$ cat src/rtl/gray_decode_arbiter_pkg.sv
`default_nettype none
// ============================================================================
//  Package     : gray_arb_pkg
//  Description : Default sizes and helpers for the shared Gray-to-binary arbiter
//  Revision    : 1.0  initial release
// ============================================================================
package gray_arb_pkg;

    localparam int unsigned c_default_w    = 3;
    localparam int unsigned c_default_n    = 4;
    localparam int unsigned c_default_cntw = 16;

    // Smallest r >= 1 with 2**r >= n, so a two-requester build still has a 1-bit ID.
    function automatic int unsigned clog2_n(input int unsigned n);
        for (int unsigned r = 1; r < 32; r++) begin
            if ((32'd1 << r) >= n) return r;
        end
        return 32;
    endfunction

    function automatic logic [c_default_w-1:0] gray2bin(input logic [c_default_w-1:0] g);
        logic [c_default_w-1:0] b;
        b[c_default_w-1] = g[c_default_w-1];
        for (int i = int'(c_default_w) - 2; i >= 0; i--) begin
            b[i] = b[i+1] ^ g[i];
        end
        return b;
    endfunction

endpackage
`default_nettype wire

$ cat src/rtl/gray_decode_arbiter_g2b.sv
`default_nettype none
// ============================================================================
//  Module      : gray_to_bin_w
//  Description : Combinational W-bit Gray-to-binary converter
//  Revision    : 1.0  initial release
// ============================================================================
module gray_to_bin_w #(
    parameter int unsigned W = 3
) (
    input  logic [W-1:0] i_gray,
    output logic [W-1:0] o_bin
);

    // Bit i is the XOR of all Gray bits at or above i; written as independent
    // reductions so no bit of o_bin feeds another.
    always_comb begin
        o_bin = '0;
        for (int i = 0; i < int'(W); i++) begin
            o_bin[i] = ^(i_gray >> i);
        end
    end

endmodule
`default_nettype wire

$ cat src/rtl/gray_decode_arbiter.sv
`default_nettype none
// ============================================================================
//  Module      : gray_decode_arbiter
//  Description : Round-robin shares one Gray-to-binary converter among N sources
//  Revision    : 1.0  initial release
// ============================================================================
module gray_decode_arbiter
    import gray_arb_pkg::*;
#(
    parameter int unsigned W    = c_default_w,
    parameter int unsigned N    = c_default_n,
    parameter int unsigned IDW  = clog2_n(N),
    parameter int unsigned CNTW = c_default_cntw
) (
    input  logic            clk,
    input  logic            rst_n,
    input  logic [N-1:0]    req_valid,
    input  logic [N*W-1:0]  req_gray,
    output logic [N-1:0]    req_ready,
    output logic            out_valid,
    input  logic            out_ready,
    output logic [W-1:0]    out_bin,
    output logic [IDW-1:0]  out_id,
    output logic [CNTW-1:0] conv_count
);

    localparam logic [0:0]      c_s_empty = 1'b0;
    localparam logic [0:0]      c_s_full  = 1'b1;
    localparam logic [IDW-1:0]  c_last    = IDW'(N - 1);
    localparam logic [CNTW-1:0] c_cnt_max = '1;

    logic [0:0]      r_state_q,      w_state_d;
    logic [IDW-1:0]  r_rr_ptr_q,     w_rr_ptr_d;
    logic [W-1:0]    r_out_bin_q,    w_out_bin_d;
    logic [IDW-1:0]  r_out_id_q,     w_out_id_d;
    logic [CNTW-1:0] r_conv_count_q, w_conv_count_d;

    logic [N-1:0]    w_rot;
    logic [IDW-1:0]  w_off;
    logic [IDW:0]    w_sum;
    logic [IDW-1:0]  w_grant_idx;
    logic            w_can_load;
    logic            w_grant;
    logic [W-1:0]    w_sel_gray;
    logic [W-1:0]    w_sel_bin;

    // Rotate so rr_ptr sits at bit 0, pick the lowest set bit, then unrotate.
    always_comb begin
        w_rot = N'({req_valid, req_valid} >> r_rr_ptr_q);
        w_off = '0;
        for (int i = int'(N) - 1; i >= 0; i--) begin
            if (w_rot[i]) w_off = IDW'(i);
        end
        w_sum = {1'b0, w_off} + {1'b0, r_rr_ptr_q};
        if (32'(w_sum) >= N) w_grant_idx = IDW'(32'(w_sum) - N);
        else                 w_grant_idx = w_sum[IDW-1:0];

        w_sel_gray = '0;
        for (int i = 0; i < int'(N); i++) begin
            if (w_grant_idx == IDW'(i)) w_sel_gray = req_gray[i*W +: W];
        end
    end

    gray_to_bin_w #(.W(W)) u_g2b (
        .i_gray (w_sel_gray),
        .o_bin  (w_sel_bin)
    );

    always_ff @(posedge clk or negedge rst_n) begin
        if (!rst_n) begin
            r_state_q      <= c_s_empty;
            r_rr_ptr_q     <= '0;
            r_out_bin_q    <= '0;
            r_out_id_q     <= '0;
            r_conv_count_q <= '0;
        end else begin
            r_state_q      <= w_state_d;
            r_rr_ptr_q     <= w_rr_ptr_d;
            r_out_bin_q    <= w_out_bin_d;
            r_out_id_q     <= w_out_id_d;
            r_conv_count_q <= w_conv_count_d;
        end
    end

    // Grants are suppressed while reset is asserted so no requester sees a false accept.
    always_comb begin
        w_can_load     = (r_state_q == c_s_empty) || out_ready;
        w_grant        = rst_n && w_can_load && (|req_valid);
        w_state_d      = r_state_q;
        w_rr_ptr_d     = r_rr_ptr_q;
        w_out_bin_d    = r_out_bin_q;
        w_out_id_d     = r_out_id_q;
        w_conv_count_d = r_conv_count_q;
        if (w_grant) begin
            w_state_d   = c_s_full;
            w_out_bin_d = w_sel_bin;
            w_out_id_d  = w_grant_idx;
            w_rr_ptr_d  = (w_grant_idx == c_last) ? '0 : w_grant_idx + 1'b1;
            if (r_conv_count_q != c_cnt_max) w_conv_count_d = r_conv_count_q + 1'b1;
        end else if (out_ready) begin
            w_state_d = c_s_empty;
        end
    end

    always_comb begin
        req_ready = '0;
        if (w_grant) req_ready[w_grant_idx] = 1'b1;
        out_valid  = (r_state_q == c_s_full);
        out_bin    = r_out_bin_q;
        out_id     = r_out_id_q;
        conv_count = r_conv_count_q;
    end

endmodule
`default_nettype wire

$ cat config.mk
export PLATFORM = sky130hd
export DESIGN_NAME = gray_decode_arbiter
export DESIGN_NICKNAME = d
export VERILOG_FILES = /design/src/rtl/gray_decode_arbiter_pkg.sv /design/src/rtl/gray_decode_arbiter_g2b.sv /design/src/rtl/gray_decode_arbiter.sv
export SDC_FILE = /design/constraint.sdc
export NUM_CORES = 1
export LEC_CHECK = 0
export CORE_MARGIN = 8
export CORE_UTILIZATION = 42
export CTS_CLUSTER_DIAMETER = 40
export CTS_CLUSTER_SIZE = 8
export DETAILED_ROUTE_END_ITERATION = 8
export MAX_ROUTING_LAYER = met4
export PLACE_DENSITY = 0.83
export SKIP_CTS_REPAIR_TIMING = 1
export SLEW_MARGIN = 20
export SYNTH_ARGS = -nofsm -noshare
export SYNTH_HDL_FRONTEND = slang
export SYNTH_SLANG_ARGS = --single-unit
$ cat constraint.sdc
create_clock -name clk -period 2.8 [get_ports clk]
set_input_delay 0.56 -clock clk [delete_from_list [all_inputs] [get_ports clk]]
set_output_delay 0.56 -clock clk [all_outputs]
set_load 0.01 [all_outputs]
# After elaboration in Yosys (flattened, before gate mapping)
# Index checks and enable logic that the tools add are counted.
[op_classes]
addsub = 4
order_cmp = 3
eq_ne = 4
shift = 1
muxes = 15
bitwise = 1
n_reduce_logical = 11
[ops]
columns = ["operator", "count"]
rows = [
  ["$add 16x1->16 const B", 1],
  ["$ne 16x16->1 const B", 1],
  ["$mux 2", 6],
  ["$mux 3", 4],
  ["$reduce_xor 3->1", 3],
  ["$shr 8x2->4", 1],
  ["$eq 2x2->1 const B", 2],
  ["$mux 4", 1],
  ["$reduce_or 4->1", 1],
  ["$add 2x2->3", 1],
  ["$ge 3x3->1 const B", 1],
  ["$logic_and 1x1->1", 3],
  ["$lt 2x3->1 const B", 1],
  ["$mux 1", 3],
  ["$add 2x1->2 const B", 1],
  ["$demux 1 s2", 1],
  ["$eq 2x1->1 const B", 1],
  ["$ge 2x1->1 const B", 1],
  ["$logic_not 2->1", 1],
  ["$reduce_and 2->1", 1],
  ["$reduce_bool 2->1", 1],
  ["$sub 2x1->2 const B", 1],
  ["$logic_or 1x1->1", 1],
  ["$not 1->1", 1],
]
[totals]
register_bits = 24
inputBits = 19
out_inout_bits = 26
elab_cells = 44

# Depth between registers and ports, before layout
[logic_depth]
word_depth = 14
mapped_depth = 15
ltp_nobuf = 13

# By module
# A second synthesis with hierarchy kept.
[unflattened]
hier_cells = 169
hier_area_um2 = 1597.8
[modules_own_cells]
columns = ["mod", "instances", "cells_each", "area_each_um2", "seq_area_each_um2"]
rows = [
  ["gray_decode_arbiter", 1, 166, 1557.7, 600.6],
  ["gray_to_bin_w", 1, 3, 40.0, 0.0],
]

# Worst setup path before layout
# OpenSTA, ideal clock, no wires.
[synth_timing]
path_type = "input -> register"
start = "input port req_valid[0]"
end = "register r_out_bin_q[0] (netlist: out_bin[0])"
setup_ns = 0.124
arrival_time_ns = 3.082
required_time_ns = 2.676
slack_ns = -0.406
path_stages = 14
path_buffers = 2
cell_sequence = "clkbuf_2 > o211ai_1 > o41ai_1 > a211o_1 > ha_1 > xor2_1 > inv_1 > ha_1 > buf_6 > a211oi_1 > a211oi_1 > or3_1 > and3_1 > a211o_1"
[synth_via]
elab_chain_cells = 14
elab_cells_between_ends = 20
cone_classes = "add/sub (2); order compare (1); eq/ne (3); shift (1); mux (9); reduce/logical (4)"
[synth_lines]
columns = ["item", "line", "text"]
rows = [
  ["start, declared", "gray_decode_arbiter.sv:17", "input logic [N-1:0] req_valid,"],
  ["$shr 8x2->4 *", "gray_decode_arbiter.sv:49", "w_rot = N'({req_valid, req_valid} >> r_rr_ptr_q);"],
  ["$mux 2 (3 in series)", "gray_decode_arbiter.sv:52", "if (w_rot[i]) w_off = IDW'(i);"],
  ["$mux 2 *", "gray_decode_arbiter.sv:52", ""],
  ["$add 2x2->3 *", "gray_decode_arbiter.sv:54", "w_sum = {1'b0, w_off} + {1'b0, r_rr_ptr_q};"],
  ["$ge 3x3->1 or $sub 2x1->2 (tied branches)", "gray_decode_arbiter.sv:55", "if (32'(w_sum) >= N) w_grant_idx = IDW'(32'(w_sum) - N);"],
  ["$mux 2 *", "gray_decode_arbiter.sv:55", ""],
  ["named net w_grant_idx[1]", "gray_decode_arbiter.sv:41", "logic [IDW-1:0] w_grant_idx;"],
  ["$logic_not 2->1", "gray_decode_arbiter.sv:60", "if (w_grant_idx == IDW'(i)) w_sel_gray = req_gray[i*W +: W];"],
  ["$mux 3 (3 in series)", "gray_decode_arbiter.sv:60", ""],
  ["$mux 3 *", "gray_decode_arbiter.sv:60", ""],
  ["$reduce_xor 3->1 *", "gray_decode_arbiter_g2b.sv:19", "o_bin[i] = ^(i_gray >> i);"],
  ["end signal, assigned", "gray_decode_arbiter.sv:79", "r_out_bin_q <= w_out_bin_d;"],
  ["end, declared", "gray_decode_arbiter.sv:34", "logic [W-1:0] r_out_bin_q, w_out_bin_d;"],
]
# Mark *: on every way through the listed nets, which the timed path passes. The rest lies on a longest branch.
# A chain may end at the register's enable or synchronous reset.

# Worst setup path in the final report
[layout_timing]
start = "register r_rr_ptr_q[0]"
end = "register r_out_bin_q[0] (netlist: out_bin[0])"
[layout_via]
elab_chain_cells = 14
elab_cells_between_ends = 18
cone_classes = "add/sub (2); order compare (1); eq/ne (3); shift (1); mux (9); reduce/logical (2)"
[layout_lines]
columns = ["item", "line", "text"]
rows = [
  ["start, declared", "gray_decode_arbiter.sv:33", "logic [IDW-1:0] r_rr_ptr_q, w_rr_ptr_d;"],
  ["start signal, assigned", "gray_decode_arbiter.sv:78", "r_rr_ptr_q <= w_rr_ptr_d;"],
  ["$shr 8x2->4", "gray_decode_arbiter.sv:49", ""],
  ["$mux 2 (4 in series)", "gray_decode_arbiter.sv:52", ""],
  ["$add 2x2->3 *", "gray_decode_arbiter.sv:54", ""],
  ["$ge 3x3->1 or $sub 2x1->2 (tied branches)", "gray_decode_arbiter.sv:55", ""],
  ["$mux 2 *", "gray_decode_arbiter.sv:55", ""],
  ["$logic_not 2->1", "gray_decode_arbiter.sv:60", ""],
  ["$mux 3 (3 in series)", "gray_decode_arbiter.sv:60", ""],
  ["$mux 3 *", "gray_decode_arbiter.sv:60", ""],
  ["$reduce_xor 3->1 *", "gray_decode_arbiter_g2b.sv:19", ""],
]
# Every way passes the cells marked *; elsewhere a longest branch is shown, timed or not.

==> results_dict.tcl <==
set metrics [dict create \
    status "finished with violations" \
    failed_checks "negative setup slack" \
    nets 241 \
    hold_violations 0 \
    p_per_area_mw_per_mm2 1020 \
    overflow 0 \
    clk_root_buffer_cell "clkbuf_4" \
    grt_pass1_vias 1420 \
    clock_skew_ns 0.0114 \
    cts_made_buffers 3 \
    max_slew_margin 0.328 \
    timing.final.ws_setup_ns -0.203 \
    setup_violations 6 \
    syn-num-nets 175 \
    wirelength_um 4300 \
    chipWidth_um 74.7 \
    cpLargestDelayFamily "simple AND/OR/NAND/NOR gates" \
    ys_ff_latch 24 \
    end_kind "register" \
    tightestPinTransition_ns 1.00 \
    syn_to_final_growth_pct 56.9 \
    routabilityCongestion 0.835 \
    ios 45 \
    synthArstFlopShare 1.00 \
    start_util 0.437 \
    synth_compound_area_frac 0.126 \
    yosysMostFrequentCell "dfrtp_1" \
    synthCells 150 \
    grtUsageTotal 0.155 \
    yosysTopAreaCell "dfrtp_1" \
    cts_buffer_depth 2 \
    clk_latency_ns 0.32 \
    synthMuxAreaShare 0.0225 \
    port_buffers 44 \
    yosysSeqAreaShare 0.415 \
    rsz0062_at_grt "yes" \
    min_path_type "register to register" \
    power.leakage_nw 0.966 \
    synth-xor-area-share 0.0848 \
    avgSynthCellArea_sq_um 9.64 \
    viasPerCell 5.31 \
    drt_first_iter_violations 100 \
    cap_violations 0 \
    drv_slew 0 \
    netlist_area_sq_mm 0.00145 \
    drcViolationCount 0 \
    crit_chain "buf_6 -> o211ai_1 -> o41ai_2 -> a211o_1 -> ha_4 -> xor2_4 -> buf_6 -> ha_4 -> and3b_2 -> a2111oi_4 -> or3_4 -> and3_4 -> a211o_1" \
    ys_types 44 \
    clk_pin_slew_ns 0.13 \
    critPathRequiredTime_ns 3.00 \
    cp_max_fo 6 \
    firstDrtPassIters 7 \
    synth_edf_count 0 \
    ys_top_cells_by_count "24 x dfrtp_1, 18 x nand2_1, 11 x xnor2_1, 10 x nand3_1, 7 x nor2_1" \
    synthAdderAreaFrac 0.0519 \
    slowest_stage "dfrtp_2" \
    antenna_found_initial 0 \
    yosys_warnings 0 \
    grt_pass1_wl_um 6550 \
    wire_per_inst_um 16.5 \
    synth_top_cell_area_share 0.415 \
    min_period_ns 3.00 \
    post-route-period-util 1.07 \
    vias 1381 \
    ir_drop_v 0.000596 \
    diodes 0 \
    dieArea_sq_mm 0.00558 \
    cts_tree "built" \
    critPathLaunchType "register" \
    synth_ff_type "dfrtp_1" \
    slowest_delay_ns 0.47 \
    crit_buf_inv 2 \
    synth_area_leaders "dfrtp_1 42%, xnor2_1 6.7%, ha_1 5.2%" \
    core_area_sq_mm 0.00331 \
    fp.dieH_um 74.7 \
    tns_ns -0.922 \
    synth-simple-area-share 0.256 \
    arrival_ns 3.21 \
    max_clock_freq_ghz 0.333 \
    drive_gt1_frac 0.285 \
    rows 21 \
    place_area_sq_mm 0.00206 \
    ant_nets 0 \
    cts_num_sinks 24 \
    cts_max_level 1 \
    fin_area_sq_mm 0.00227 \
    crit_type "register to register" \
    synth_top_family_by_area "simple AND/OR/NAND/NOR gates" \
    grt_start_max_net_pins 25 \
    dp.final_hpwl_um 3090 \
]
[flip-flops by register name, indices dropped and copies added (netlist names)]
signal      count
out_id          2
out_bin         3
conv_count     16
r_rr_ptr_q      2
out_valid       1
[placed cells by master, fill, tap and decap left out, types with 3 or more instances in the layout]
master           synthesis  routed
a21oi_1                  4       4
and2_4                   0       3
and3_1                   4       3
buf_4                    0      21
buf_6                    1       7
clkbuf_4                 0       3
clkdlybuf4s50_1          0      36
dfrtp_1                 24      23
dlymetal6s2s_1           0       3
ha_4                     0       5
nand2_1                 18      18
nand3_1                 10      10
nand3b_1                 3       3
nand4_1                  6       6
nor2_1                   7       7
nor3_1                   3       3
o21ai_0                  5       5
xnor2_1                 11      11
[kinds of logic after synthesis]
family	Yosys count
buffers and inverters	11
DFF	24
xor gates and xnor gates	14
adders and majority gates	6
AOI/OAI and AO/OA	25
muxes	3
and+or+nand+nor	67
[final timing paths]
path                               startpoint         end  slack [ns]  depth (start not counted)
max in group asynchronous               rst_n  out_bin[0]        1.90                          2
min in group asynchronous               rst_n   out_valid        0.66                          2
worst max register to register  r_rr_ptr_q[0]  out_bin[0]       -0.20                         13
worst max-delay path            r_rr_ptr_q[0]  out_bin[0]       -0.20                         13
worst min register to register      out_id[0]   out_id[0]        0.52                          2
worst min-delay path                out_id[0]   out_id[0]        0.52                          2
[metrics by stage]
step,cells,setup WS [ns],hold slack [ns],util,power [mW]
after global routing,260,-0.328,0.539,0.686,2.47
after CTS,254,-0.907,0.520,0.629,1.88
after global placement,251,-0.820,0.477,0.622,1.66
after detailed placement,251,-0.951,0.485,0.622,1.72
final,260,-0.203,0.516,0.686,2.32
after floorplan,150,-0.262,0.264,-,1.21
[power breakdown]
group / switching [mW] / internal [mW]
logic: 0.717 / 0.917
registers: 0.0945 / 0.441
clock network: 0.0972 / 0.0504
total: 0.909 / 1.41
[worst reg2reg max path, cell delays in order (launching register included)]
cell	delay [ns]
dfrtp_2	0.47
buf_6	0.13
o211ai_1	0.08
o41ai_2	0.10
a211o_1	0.32
ha_4	0.19
xor2_4	0.19
buf_6	0.16
ha_4	0.17
and3b_2	0.26
a2111oi_4	0.04
or3_4	0.41
and3_4	0.15
a211o_1	0.22
[layout make-up]
type                            count  area (sq um)
Fill cell                         260          1040
Multi-Input combinational cell    115           933
Timing Repair Buffer               68           639
Sequential cell                    24           602
Tap cell                           46          57.6
Clock buffer                        3          22.5
Inverter                            4          15.0
[metal layers]
layer | vias to the layer above | global-route usage | share of wire
met4 | 0 | 0.0304 | 0.020
met3 | 8 | 0.0293 | 0.039
met5 | - | - | 0
li1 | 661 | - | -
met1 | 670 | 0.171 | 0.40
met2 | 42 | 0.281 | 0.54
Note: power is estimated with default switching activity, not from simulation.
